`config.mk`:
```
export PLATFORM = sky130hd
export DESIGN_NAME = instr_fetch_unit
export DESIGN_NICKNAME = d
export VERILOG_FILES = /design/src/rtl/instr_fetch_unit.sv
export SDC_FILE = /design/constraint.sdc
export NUM_CORES = 1
export LEC_CHECK = 0
export CELL_PAD_IN_SITES_DETAIL_PLACEMENT = 2
export CELL_PAD_IN_SITES_GLOBAL_PLACEMENT = 2
export CORE_MARGIN = 5
export CORE_UTILIZATION = 25
export DETAILED_ROUTE_END_ITERATION = 10
export GPL_TIMING_DRIVEN = 0
export PLACE_DENSITY_LB_ADDON = 0.1
export REMOVE_ABC_BUFFERS = 1
export SLEW_MARGIN = 20
export SYNTH_ARGS = -nofsm -noshare
export SYNTH_HDL_FRONTEND = slang
export SYNTH_SLANG_ARGS = --single-unit
```
`constraint.sdc`:
```
create_clock -name i_clk -period 4.1 [get_ports i_clk]
set_clock_uncertainty 0.15 [all_clocks]
set_input_delay 0.82 -clock i_clk [delete_from_list [all_inputs] [get_ports i_clk]]
set_output_delay 0.82 -clock i_clk [all_outputs]
set_load 0.01 [all_outputs]
```
`src/rtl/instr_fetch_unit.sv`:
```
// Instruction fetch unit: owns PC and IR, fetches over a req/ack handshake and
// applies the control unit's PC-update command with branch/jump resolution.
module instr_fetch_unit #(
  parameter int unsigned     XLEN     = 32,
  parameter logic [XLEN-1:0] RESET_PC = '0
) (
  input  logic            i_clk,
  input  logic            i_rst_n,
  input  logic            i_fetch_start,
  input  logic            i_pc_update,
  input  logic            i_pc_src,
  input  logic [XLEN-1:0] i_imm,
  input  logic [3:0]      i_alu_flags,
  output logic            o_imem_req,
  output logic [XLEN-1:0] o_imem_addr,
  input  logic            i_imem_ack,
  input  logic [XLEN-1:0] i_imem_rdata,
  output logic [XLEN-1:0] o_pc,
  output logic [XLEN-1:0] o_instr,
  output logic [6:0]      o_opcode,
  output logic            o_instr_valid,
  output logic            o_misalign_err
);

  typedef enum logic [1:0] {StIdle, StReq, StValid} state_e;

  localparam logic [6:0] OpBranch = 7'b1100011;
  localparam logic [6:0] OpJal    = 7'b1101111;

  state_e          r_state;
  state_e          w_state_next;
  logic [XLEN-1:0] r_pc;
  logic [XLEN-1:0] r_instr;
  logic            r_misalign_err;

  logic [2:0]      w_funct3;
  logic            w_zero;
  logic            w_lt;
  logic            w_taken;
  logic [XLEN-1:0] w_target;
  logic            w_misalign;
  logic            w_commit;
  logic            w_unused;

  assign w_unused = i_alu_flags[3];
  assign w_funct3 = r_instr[14:12];
  assign w_zero   = i_alu_flags[0];
  // Signed less-than from the subtraction's sign and overflow flags.
  assign w_lt     = i_alu_flags[1] ^ i_alu_flags[2];

  always_comb begin
    w_taken = 1'b0;
    case (r_instr[6:0])
      OpBranch: begin
        case (w_funct3)
          3'b000:  w_taken = w_zero;
          3'b001:  w_taken = ~w_zero;
          3'b100:  w_taken = w_lt;
          3'b101:  w_taken = ~w_lt;
          default: w_taken = 1'b0;
        endcase
      end
      OpJal:   w_taken = 1'b1;
      default: w_taken = 1'b0;
    endcase
  end

  assign w_target   = (i_pc_src && w_taken) ? r_pc + i_imm : r_pc + XLEN'(4);
  assign w_misalign = |w_target[1:0];
  assign w_commit   = (r_state == StValid) && i_pc_update;

  always_comb begin
    w_state_next = r_state;
    unique case (r_state)
      StIdle:  if (i_fetch_start) w_state_next = StReq;
      StReq:   if (i_imem_ack) w_state_next = StValid;
      StValid: if (i_pc_update) w_state_next = i_fetch_start ? StReq : StIdle;
      default: w_state_next = StIdle;
    endcase
  end

  always_ff @(posedge i_clk) begin
    if (!i_rst_n) begin
      r_state        <= StIdle;
      r_pc           <= RESET_PC;
      r_instr        <= '0;
      r_misalign_err <= 1'b0;
    end else begin
      r_state <= w_state_next;
      if (r_state == StReq && i_imem_ack) begin
        r_instr <= i_imem_rdata;
      end
      // A misaligned target leaves the PC alone and latches the sticky error.
      if (w_commit) begin
        if (w_misalign) begin
          r_misalign_err <= 1'b1;
        end else begin
          r_pc <= w_target;
        end
      end
    end
  end

  assign o_imem_req     = (r_state == StReq);
  assign o_imem_addr    = r_pc;
  assign o_pc           = r_pc;
  assign o_instr        = r_instr;
  assign o_opcode       = r_instr[6:0];
  assign o_instr_valid  = (r_state == StValid);
  assign o_misalign_err = r_misalign_err;

endmodule

```
==> results.yml, run 1 <==
cells_and_area:
  layout_common_cells: "177 x clkdlybuf4s50_1, 102 x nand2_1, 74 x a21oi_1"
  finalCoreUtilization: 0.358
  area_delta_synth_final_pct: 41.0
  fin_nets: 917
  drive_gt1_frac: 0.0491
  stdcell_count: 1086
  final_common_cell: "clkdlybuf4s50_1"
  nFillCells: 2314
worst_setup_path:
  crit_family: "compound AO/OA/AOI/OAI gates"
  slowest_stage: "clkdlybuf4s50_1"
  endpoint_kind: "register"
  reg2reg_slack_ns: 0.56
  rr_worst_depth: 11
  path_max_fanout: 5
  max_stage_delay_ns: 0.46
  crit_arrival_ns: 4.05
  crit_path_start_kind: "input pin"
  path_cells: "clkdlybuf4s50_1 -> ha_1 -> a21oi_1 -> nor2_1 -> o21ai_2 -> o21ai_0 -> o211ai_1 -> a21oi_1 -> a311o_1 -> a31oi_1 -> xor2_1 -> o2bb2ai_1"
  worst_ep_required_time_ns: 4.18
  timing.rr.end: "o_imem_addr[29]$_SDFFE_PN0P_"
  timing.rr.start: "o_imem_addr[1]$_SDFFE_PN0P_"
  path_buf_inv: 1
  path_depth: 12
  path_class: "in -> reg"
  crit_top_cell: "a21oi_1"
synthesis:
  syn_area_per_cell_um2: 7.48
  yosysSeqAreaShare: 0.261
  synth_cells: 687
  synth_area_mm2: 0.00514
  ys_seq_elements: 67
  yosys_most_used_dff: "dfxtp_1"
  yosysWarnings: 0
  synth_edf_count: 0
  ys_types: 63
  async_flop_share: 0
clock_network:
  cts.sinks: 67
  cts.clk_slew.worst_paths_ns: 0.06
  clockRootBuffer: "clkbuf_16"
  cts_buffer_depth: 2
  cts_hold_buffers: 0
  cts_tree: "yes"
  clkLatencyLatePin_ns: 0.34
  cts_buffers: 9
  htreeDepth: 3
floorplan:
  die_x_um: 153
  ioPinCount: 180
  start_util: 0.254
  fp.dieArea_mm2: 0.0235
  coreArea_mm2: 0.0202
  row_count: 52
  fp.dieH_um: 153
hold_path:
  hp-class: "reg -> reg"
  min_path_cells: 2
  min_from: "o_instr[21]$_SDFFE_PN0P_"
  hold_end: "o_instr[21]$_SDFFE_PN0P_"
sta:
  hold_violations: 0
  tightest_slew_ns: 0.757
  setup_viol: 0
  period_needed_ns: 3.97
  relSlewSlack: 0.491
  finalCritPeriodShare: 0.967
  rsz0062_at_grt: "no"
  fmax_mhz: 252
  slew_violations: 0
grt:
  grt_pass1_vias: 5973
  antenna_found_initial: 1
  grt_use_total: 0.168
  grt_first_pass_wirelength_um: 32500
  grt_max_degree: 70
  overflow: 0
detailed_routing:
  first_pass_iters: 4
  avgRoutedWirePerCell_um: 19.0
  ant_nets: 0
  totalWireLength_um: 20700
  drc: 0
  num_vias: 5475
  routed_via_density: 5.04
  drtIter0Drc: 181
power_and_ir_drop:
  switching_share: 0.260
  seqPwrFrac: 0.395
  p_comb_frac: 0.147
  power_density_mw_per_mm2: 238
  pwr-share-clk: 0.458
  leakage_nw: 2.68
  p_int_mw: 1.28
  switchingPower_mw: 0.447
  vdd_drop_max_mv: 0.167
place:
  io_buffers: 178
  dp.cells: 1066
  place_hpwl_um: 15700
  place_congestion: 0.750
run_status:
  outcome: "finished clean"
run:
  drv_cap: 0
power by group through the flow:
stage / Combinational [mW] / Sequential [mW] / Clock (mW)
after floorplan: 0.0948 / 0.700 / 0
after global placement: 0.250 / 0.693 / 0
after detailed placement: 0.256 / 0.694 / 0
after CTS: 0.259 / 0.680 / 0.820
after global routing: 0.279 / 0.682 / 0.843
final: 0.254 / 0.679 / 0.789
per-layer routing:
layer / share of wire / track usage / up-vias
li1: - / - / 2664
met1: 0.44 / 0.205 / 2689
met2: 0.49 / 0.295 / 111
met3: 0.057 / 0.0520 / 11
met4: 0.0078 / 0.0332 / 0
met5: 0 / 0 / -
worst register-to-register path, stage by stage, from the launching register on:
cell and delay [ns]:
dfxtp_1 0.53, ha_1 0.31, a21oi_1 0.24, nor2_1 0.13
o21ai_2 0.28, o21ai_0 0.26, o211ai_1 0.38, a21oi_1 0.25
a311o_1 0.45, a31oi_1 0.21, xor2_1 0.19, o2bb2ai_1 0.08
worst max path at each step:
stage	from	endpoint	slack, ns
2_1_floorplan	i_imm[0]	o_imem_addr[30]$_SDFFE_PN0P_	0.53
5_1_grt	i_imm[1]	o_imem_addr[29]$_SDFFE_PN0P_	0.03
6_report	i_imm[1]	o_imem_addr[29]$_SDFFE_PN0P_	0.13
4_1_cts	i_imm[1]	o_imem_addr[29]$_SDFFE_PN0P_	0.01
3_3_place_gp	i_alu_flags[2]	o_imem_addr[31]$_SDFFE_PN0P_	-1.09
3_5_place_dp	i_imm[0]	o_imem_addr[30]$_SDFFE_PN0P_	-0.90
cells in the mapped netlist (all sizes together) (2+ instances only):
master / count / area (um^2)
a2111oi: 2 / 17.5
a211oi: 4 / 35.0
a21boi: 33 / 248
a21o: 15 / 113
a21oi: 76 / 392
a22oi: 5 / 37.5
a31oi: 9 / 56.3
and2: 7 / 46.3
and3: 16 / 100
and4b: 3 / 30.0
buf: 45 / 320
clkbuf: 26 / 97.6
dfxtp: 67 / 1340
ha: 32 / 400
inv: 10 / 37.5
mux2i: 2 / 20.0
nand2: 103 / 387
nand2b: 10 / 62.6
nand3: 26 / 130
nand3b: 2 / 15.0
nand4: 6 / 52.6
nand4b: 2 / 17.5
nor2: 31 / 116
nor2b: 14 / 87.6
nor3: 9 / 45.0
nor3b: 2 / 15.0
nor4: 2 / 12.5
o211a: 2 / 20.0
o211ai: 6 / 50.1
o21a: 9 / 67.6
o21ai: 52 / 260
o21bai: 4 / 30.0
o2bb2ai: 2 / 17.5
o31ai: 2 / 15.0
or2: 2 / 12.5
or3: 3 / 18.8
or4: 3 / 22.5
xnor2: 15 / 131
xor2: 13 / 114
stage by stage:
step	worst slack (ns)	hold WS, ns	total power, mW	instance area, um^2	setup TNS (ns)
CTS	0.0111	0.326	1.76	7220	0
global route	0.0339	0.343	1.80	7250	0
floorplan	0.533	0.338	0.794	4720	0
finish	0.133	0.323	1.72	7250	0
global placement	-1.09	0.304	0.943	6840	-22.97
detailed placement	-0.897	0.316	0.950	6880	-8.16
sequential cells by signal, indices dropped and copies added (netlist names):
signal,flops
r_state,2
o_instr,32
o_misalign_err,1
o_imem_addr,32
timing repair:
| action | 4_1_cts | 5_1_grt |
|---|---|---|
| pin swaps | 2 | 1 |
| buffers inserted | 1 | 2 |
| gates resized for setup | 8 | 2 |
| setup endpoints to repair | 8 | 5 |
final cells by class:
class,instances,area [um^2],share of cell area
Multi-Input combinational cell,539,3400,0.470
Timing Repair Buffer,183,1830,0.252
Sequential cell,67,1340,0.185
Tap cell,270,338,0.0466
Clock buffer,10,229,0.0316
Clock inverter,6,66.3,0.00915
Inverter,10,37.5,0.00518
Antenna cell,1,2.50,0.000345
cells by family after synthesis:
family                     after synthesis  share of synthesized area
and+or+nand+nor                        242                      0.230
buffers and inverters                   81                     0.0886
adders and majority gates               33                     0.0818
xor gates and xnor gates                28                     0.0477
DFF                                     67                      0.261
muxes                                    2                    0.00390
AOI/OAI and AO/OA                      234                      0.287
Note: power is estimated with default switching activity, not from simulation.
==> inputs of run 2 (changes only) <==
ABC_AREA = 1   (was default)
CORE_UTILIZATION = 32   (was 25)
DONT_BUFFER_PORTS = 1   (was default)
==> run 2 against run 1 <==
Compared with the run above: die area shrank 2.0%; final cell count grew 25%; combinational power is essentially flat; hold slack gained 0.040 ns; first-iteration DRC count grew 19%; flip-flop and latch count is the same; clock-buffer cell count is the same; clock power grew 4.7%.
==> results.yml, run 2 <==
cells_and_area:
  nFillCells: 2593
  antennaDiodeCount: 0
  stdcell_area_mm2: 0.00666
  seq_area_mm2: 0.00134
  drive_gt1_frac: 0.0292
  layout_common_cells: "390 x nand2_1, 162 x inv_1, 141 x nor2_1"
  fin_nets: 1198
  multi_input_area_mm2: 0.00406
  area_delta_synth_final_pct: 3.50
  stdcell_count: 1361
  final_common_cell: "nand2_1"
synthesis:
  yosys_most_used_dff: "dfxtp_1"
  ys_seq_elements: 67
  synth_area_mm2: 0.00644
  synth_top_area_share: 0.228
  synthSimpleGateAreaFrac: 0.430
  synthTopCellsByCount: "391 x nand2_1, 162 x inv_1, 143 x nor2_1, 89 x nand3_1, 75 x a21oi_1"
  synth_fa_ha_area_frac: 0.0653
  yosysSeqAreaShare: 0.208
  synth_xor_area_frac: 0.0449
  synth_cells: 1147
  async_flop_share: 0
  yosysWarnings: 0
  synth_top_cell_by_area: "nand2_1"
  synth_top_family_by_area: "simple AND/OR/NAND/NOR gates"
  synth_edf_count: 0
  synth.most_common_cell: "nand2_1"
  syn_area_per_cell_um2: 5.61
  synth_compound_area_frac: 0.0873
  ys_types: 33
  synth_area_leaders: "nand2_1 23%, dfxtp_1 21%, inv_1 9.4%"
  synth.mux.area_fraction: 0
power_and_ir_drop:
  vdd_drop_max_mv: 0.188
  p_total_mw: 1.80
  power_density_mw_per_mm2: 270
  leakage_nw: 3.35
clock_network:
  cts_setup_buffers: 0
  cts_hold_buffers: 0
  ctsResizeCount: 0
  htreeDepth: 3
  cts_tree: "yes"
  cts.clk_slew.worst_paths_ns: 0.06
  clockRootBuffer: "clkbuf_16"
  cts_buffer_depth: 2
  cts.sinks: 67
  cts_buffers: 9
  clkLatencyLatePin_ns: 0.34
run_status:
  outcome: "finished clean"
worst_setup_path:
  max_stage_delay_ns: 0.53
  reg2reg_slack_ns: 1.25
  path_cells: "nand2_1 -> a211oi_2 -> nand2_4 -> nand2_2 -> nand2_4 -> nand2_4 -> nand2_1 -> nand2_1 -> nor2_1"
  slowest_stage: "a211oi_2"
  crit_arrival_ns: 2.94
  endpoint_kind: "register"
  path_buf_inv: 0
  path_max_fanout: 41
  worst_ep_required_time_ns: 4.18
  crit_family: "simple AND/OR/NAND/NOR gates"
  path_class: "reg -> reg"
  crit_path_start_kind: "register"
grt:
  grt_use_total: 0.216
  overflow: 0
  antenna_found_initial: 1
  grt_max_degree: 42
  grt_first_pass_wirelength_um: 40500
  grt_pass1_vias: 7377
floorplan:
  fp.dieArea_mm2: 0.0231
  start_util: 0.328
  fp.dieH_um: 152
  row_count: 51
  coreArea_mm2: 0.0197
  ioPinCount: 180
  die_x_um: 152
place:
  place_hpwl_um: 20400
  place_area_mm2: 0.00635
  place_congestion: 0.838
  io_buffers: 0
  dp.cells: 1345
detailed_routing:
  first_pass_iters: 4
  totalWireLength_um: 25500
  drc: 0
  ant_nets: 0
  avgRoutedWirePerCell_um: 18.7
  num_vias: 6845
  routed_via_density: 5.03
  drtIter0Drc: 215
sta:
  fmax_mhz: 350
  period_needed_ns: 2.85
  tightest_slew_ns: 0.982
  setup_viol: 0
  relSlewSlack: 0.345
  finalCritPeriodShare: 0.696
  rsz0062_at_grt: "no"
  hold_violations: 0
  slew_violations: 0
run:
  drv_cap: 0
hold_path:
  hp-class: "reg -> reg"
==> run 2: cell count changes after synthesis, moves of 24 or more <==
cell / previous run / this run
a21boi_0: 33 / 0
nand2_1: 103 / 391
nor2_1: 31 / 143
nand3_1: 26 / 89
inv_1: 10 / 162
o21ai_0: 49 / 25
==> run 2: kinds of logic after synthesis <==
family | after synthesis
compound gates | 109
simple gates | 672
flops | 67
xor+xnor | 33
fa+ha+maj | 33
buf+inv | 233
==> run 2: final timing paths <==
path	to	startpoint	cells past startpoint
worst max-delay path	o_imem_addr[19]$_SDFFE_PN0P_	o_instr[1]$_SDFFE_PN0P_	9
worst max register to register	o_imem_addr[19]$_SDFFE_PN0P_	o_instr[1]$_SDFFE_PN0P_	9
worst min-delay path	o_instr[28]$_SDFFE_PN0P_	o_instr[28]$_SDFFE_PN0P_	2
worst min register to register	o_instr[28]$_SDFFE_PN0P_	o_instr[28]$_SDFFE_PN0P_	2
==> run 2: layer usage <==
layer / vias up / global-route usage / wire length (um)
met2: 140 / 0.387 / 12400
met4: 2 / 0.0509 / 428
li1: 3420 / - / -
met1: 3259 / 0.263 / 11400
met3: 24 / 0.0466 / 1280
met5: - / 0 / 12
==> run 2: cell type report <==
class / count / area share
clock buffer: 10 / 0.0359
multi-input combinational: 847 / 0.609
clock inverter: 6 / 0.0109
tap: 265 / 0.0498
sequential: 67 / 0.201
inverter: 166 / 0.0935
==> run 2: report_power, final <==
group | internal (mW) | total (mW) | switching [mW]
clock network | 0.493 | 0.826 | 0.333
logic | 0.0815 | 0.252 | 0.171
registers | 0.672 | 0.721 | 0.0490
total | 1.25 | 1.80 | 0.553
==> run 2: metrics by stage <==
step                 util  worst slack, ns  setup TNS [ns]  hold slack, ns
floorplan               -             1.23               0           0.324
global placement    0.322           -0.135          -0.271           0.352
detailed placement  0.323            0.969               0           0.359
CTS                 0.339             1.21               0           0.369
global route        0.339             1.02               0           0.383
finish              0.339             1.25               0           0.363
==> run 2: worst register-to-register path: cells and delay by family, from the launching register on <==
family	cells	cell delay, ns
AOI/OAI and AO/OA	1	0.53
DFF	1	0.49
and+or+nand+nor	8	1.57
==> inputs of run 3 (changes only) <==
clock period = 2.74 ns   (was 4.1 ns; I/O delays follow)
==> run 3 against run 2 <==
Compared with the run above: critical endpoint is now o_imem_addr[23]$_SDFFE_PN0P_; clock power grew 49%; highest routed layer unchanged; wire length increased by 0.28%; flip-flop and latch count did not move.
==> results.yml, run 3 (synthesis results as in run 2) <==
run_status:
  outcome: "finished clean"
cells_and_area:
  layout_common_cells: "388 x nand2_1, 162 x inv_1, 140 x nor2_1"
  antennaDiodeCount: 0
  area_delta_synth_final_pct: 4.82
  stdcell_count: 1361
  final_common_cell: "nand2_1"
  fin_nets: 1198
  drive_gt1_frac: 0.0502
power_and_ir_drop:
  pwr-share-clk: 0.458
  switchingPower_mw: 0.828
  leakage_nw: 3.37
  p_comb_frac: 0.142
  vdd_drop_max_mv: 0.283
  switching_share: 0.307
  seqPwrFrac: 0.401
  power_density_mw_per_mm2: 400
  p_int_mw: 1.87
floorplan:
  coreArea_mm2: 0.0197
  die_x_um: 152
  start_util: 0.328
  ioPinCount: 180
  fp.dieArea_mm2: 0.0231
  fp.dieH_um: 152
  row_count: 51
detailed_routing:
  totalWireLength_um: 25500
  drc: 0
  ant_nets: 0
  first_pass_iters: 4
  avgRoutedWirePerCell_um: 18.8
  routed_via_density: 5.04
  drtIter0Drc: 237
  num_vias: 6856
worst_setup_path:
  endpoint_kind: "register"
  crit_arrival_ns: 2.73
  crit_path_start_kind: "register"
  path_max_fanout: 7
  path_class: "reg -> reg"
  worst_ep_required_time_ns: 2.86
  reg2reg_slack_ns: 0.13
sta:
  hold_violations: 0
  fmax_mhz: 384
  slew_violations: 0
  rsz0062_at_grt: "yes"
  relSlewSlack: 0.348
  setup_viol: 0
  finalCritPeriodShare: 0.951
  tightest_slew_ns: 0.977
  period_needed_ns: 2.61
  setup_tns_ns: 0
grt:
  grt_pass1_vias: 7375
  use_met1: 0.263
  grt_use_total: 0.216
  grt_max_degree: 42
  use_met3: 0.0471
  grt_first_pass_wirelength_um: 40500
  antenna_found_initial: 1
  busiest_layer: "met2"
  overflow: 0
  use_met2: 0.387
clock_network:
  clockRootBuffer: "clkbuf_16"
  cts_setup_buffers: 0
  htreeDepth: 3
  cts_buffers: 9
  cts_tree: "yes"
  cts.clk_slew.worst_paths_ns: 0.07
  clkLatencyLatePin_ns: 0.34
  ctsResizeCount: 4
  cts_buffer_depth: 2
  cts_hold_buffers: 0
  cts.sinks: 67
place:
  place_hpwl_um: 20400
  place_congestion: 0.838
  io_buffers: 0
  dp.cells: 1345
run:
  drv_cap: 0
hold_path:
  hp-class: "in -> reg"
run 3: cell counts in the layout (fill, tap and decap cells not counted):
Identical to the previous run, type by type.
run 3: final timing paths:
kind	from	to	cells past startpoint
max	o_imem_addr[12]$_SDFFE_PN0P_	o_imem_addr[23]$_SDFFE_PN0P_	14
min	i_rst_n	o_imem_addr[31]$_SDFFE_PN0P_	2
max reg2reg	o_imem_addr[12]$_SDFFE_PN0P_	o_imem_addr[23]$_SDFFE_PN0P_	14
min reg2reg	o_instr[28]$_SDFFE_PN0P_	o_instr[28]$_SDFFE_PN0P_	2
run 3: per-stage QoR:
step	setup WS, ns	instance area [um^2]	hold WS, ns	util	power, mW
global route	-0.0121	6750	0.180	0.343	2.83
detailed placement	-0.121	6350	0.359	0.323	1.48
floorplan	-0.132	6000	0.324	-	1.36
global placement	-1.49	6330	0.352	0.322	1.47
CTS	0.0105	6690	0.163	0.340	2.74
finish	0.133	6750	0.180	0.343	2.70
run 3: final cells by class:
type	count	area [um^2]
Multi-Input combinational cell	847	4120
Inverter	166	623
Fill cell	2584	12900
Clock inverter	6	72.6
Clock buffer	10	239
Tap cell	265	332
Sequential cell	67	1360
run 3: worst max-delay path, cell delays in order, from the launching register on:
cell,delay (ns)
dfxtp_1,0.60
ha_1,0.37
nand2_1,0.10
nand2_1,0.07
nand2_1,0.06
nand2_1,0.14
a21oi_1,0.15
nand2_1,0.21
nand2_1,0.15
nand2_1,0.06
nand2_1,0.06
inv_1,0.04
nor2_1,0.22
nor2_1,0.08
nor2_1,0.08
run 3: power by group through the flow:
stage / sequential, mW / clock, mW / combinational [mW]
global placement: 1.10 / 0 / 0.370
floorplan: 1.08 / 0 / 0.280
detailed placement: 1.10 / 0 / 0.380
global route: 1.09 / 1.31 / 0.436
CTS: 1.08 / 1.27 / 0.385
finish: 1.08 / 1.23 / 0.382
run 3: metal layers:
metal	routed length (um)	up-vias
met1	11300	3274
met3	1320	25
met4	438	2
met5	12	-
li1	-	3420
met2	12400	135
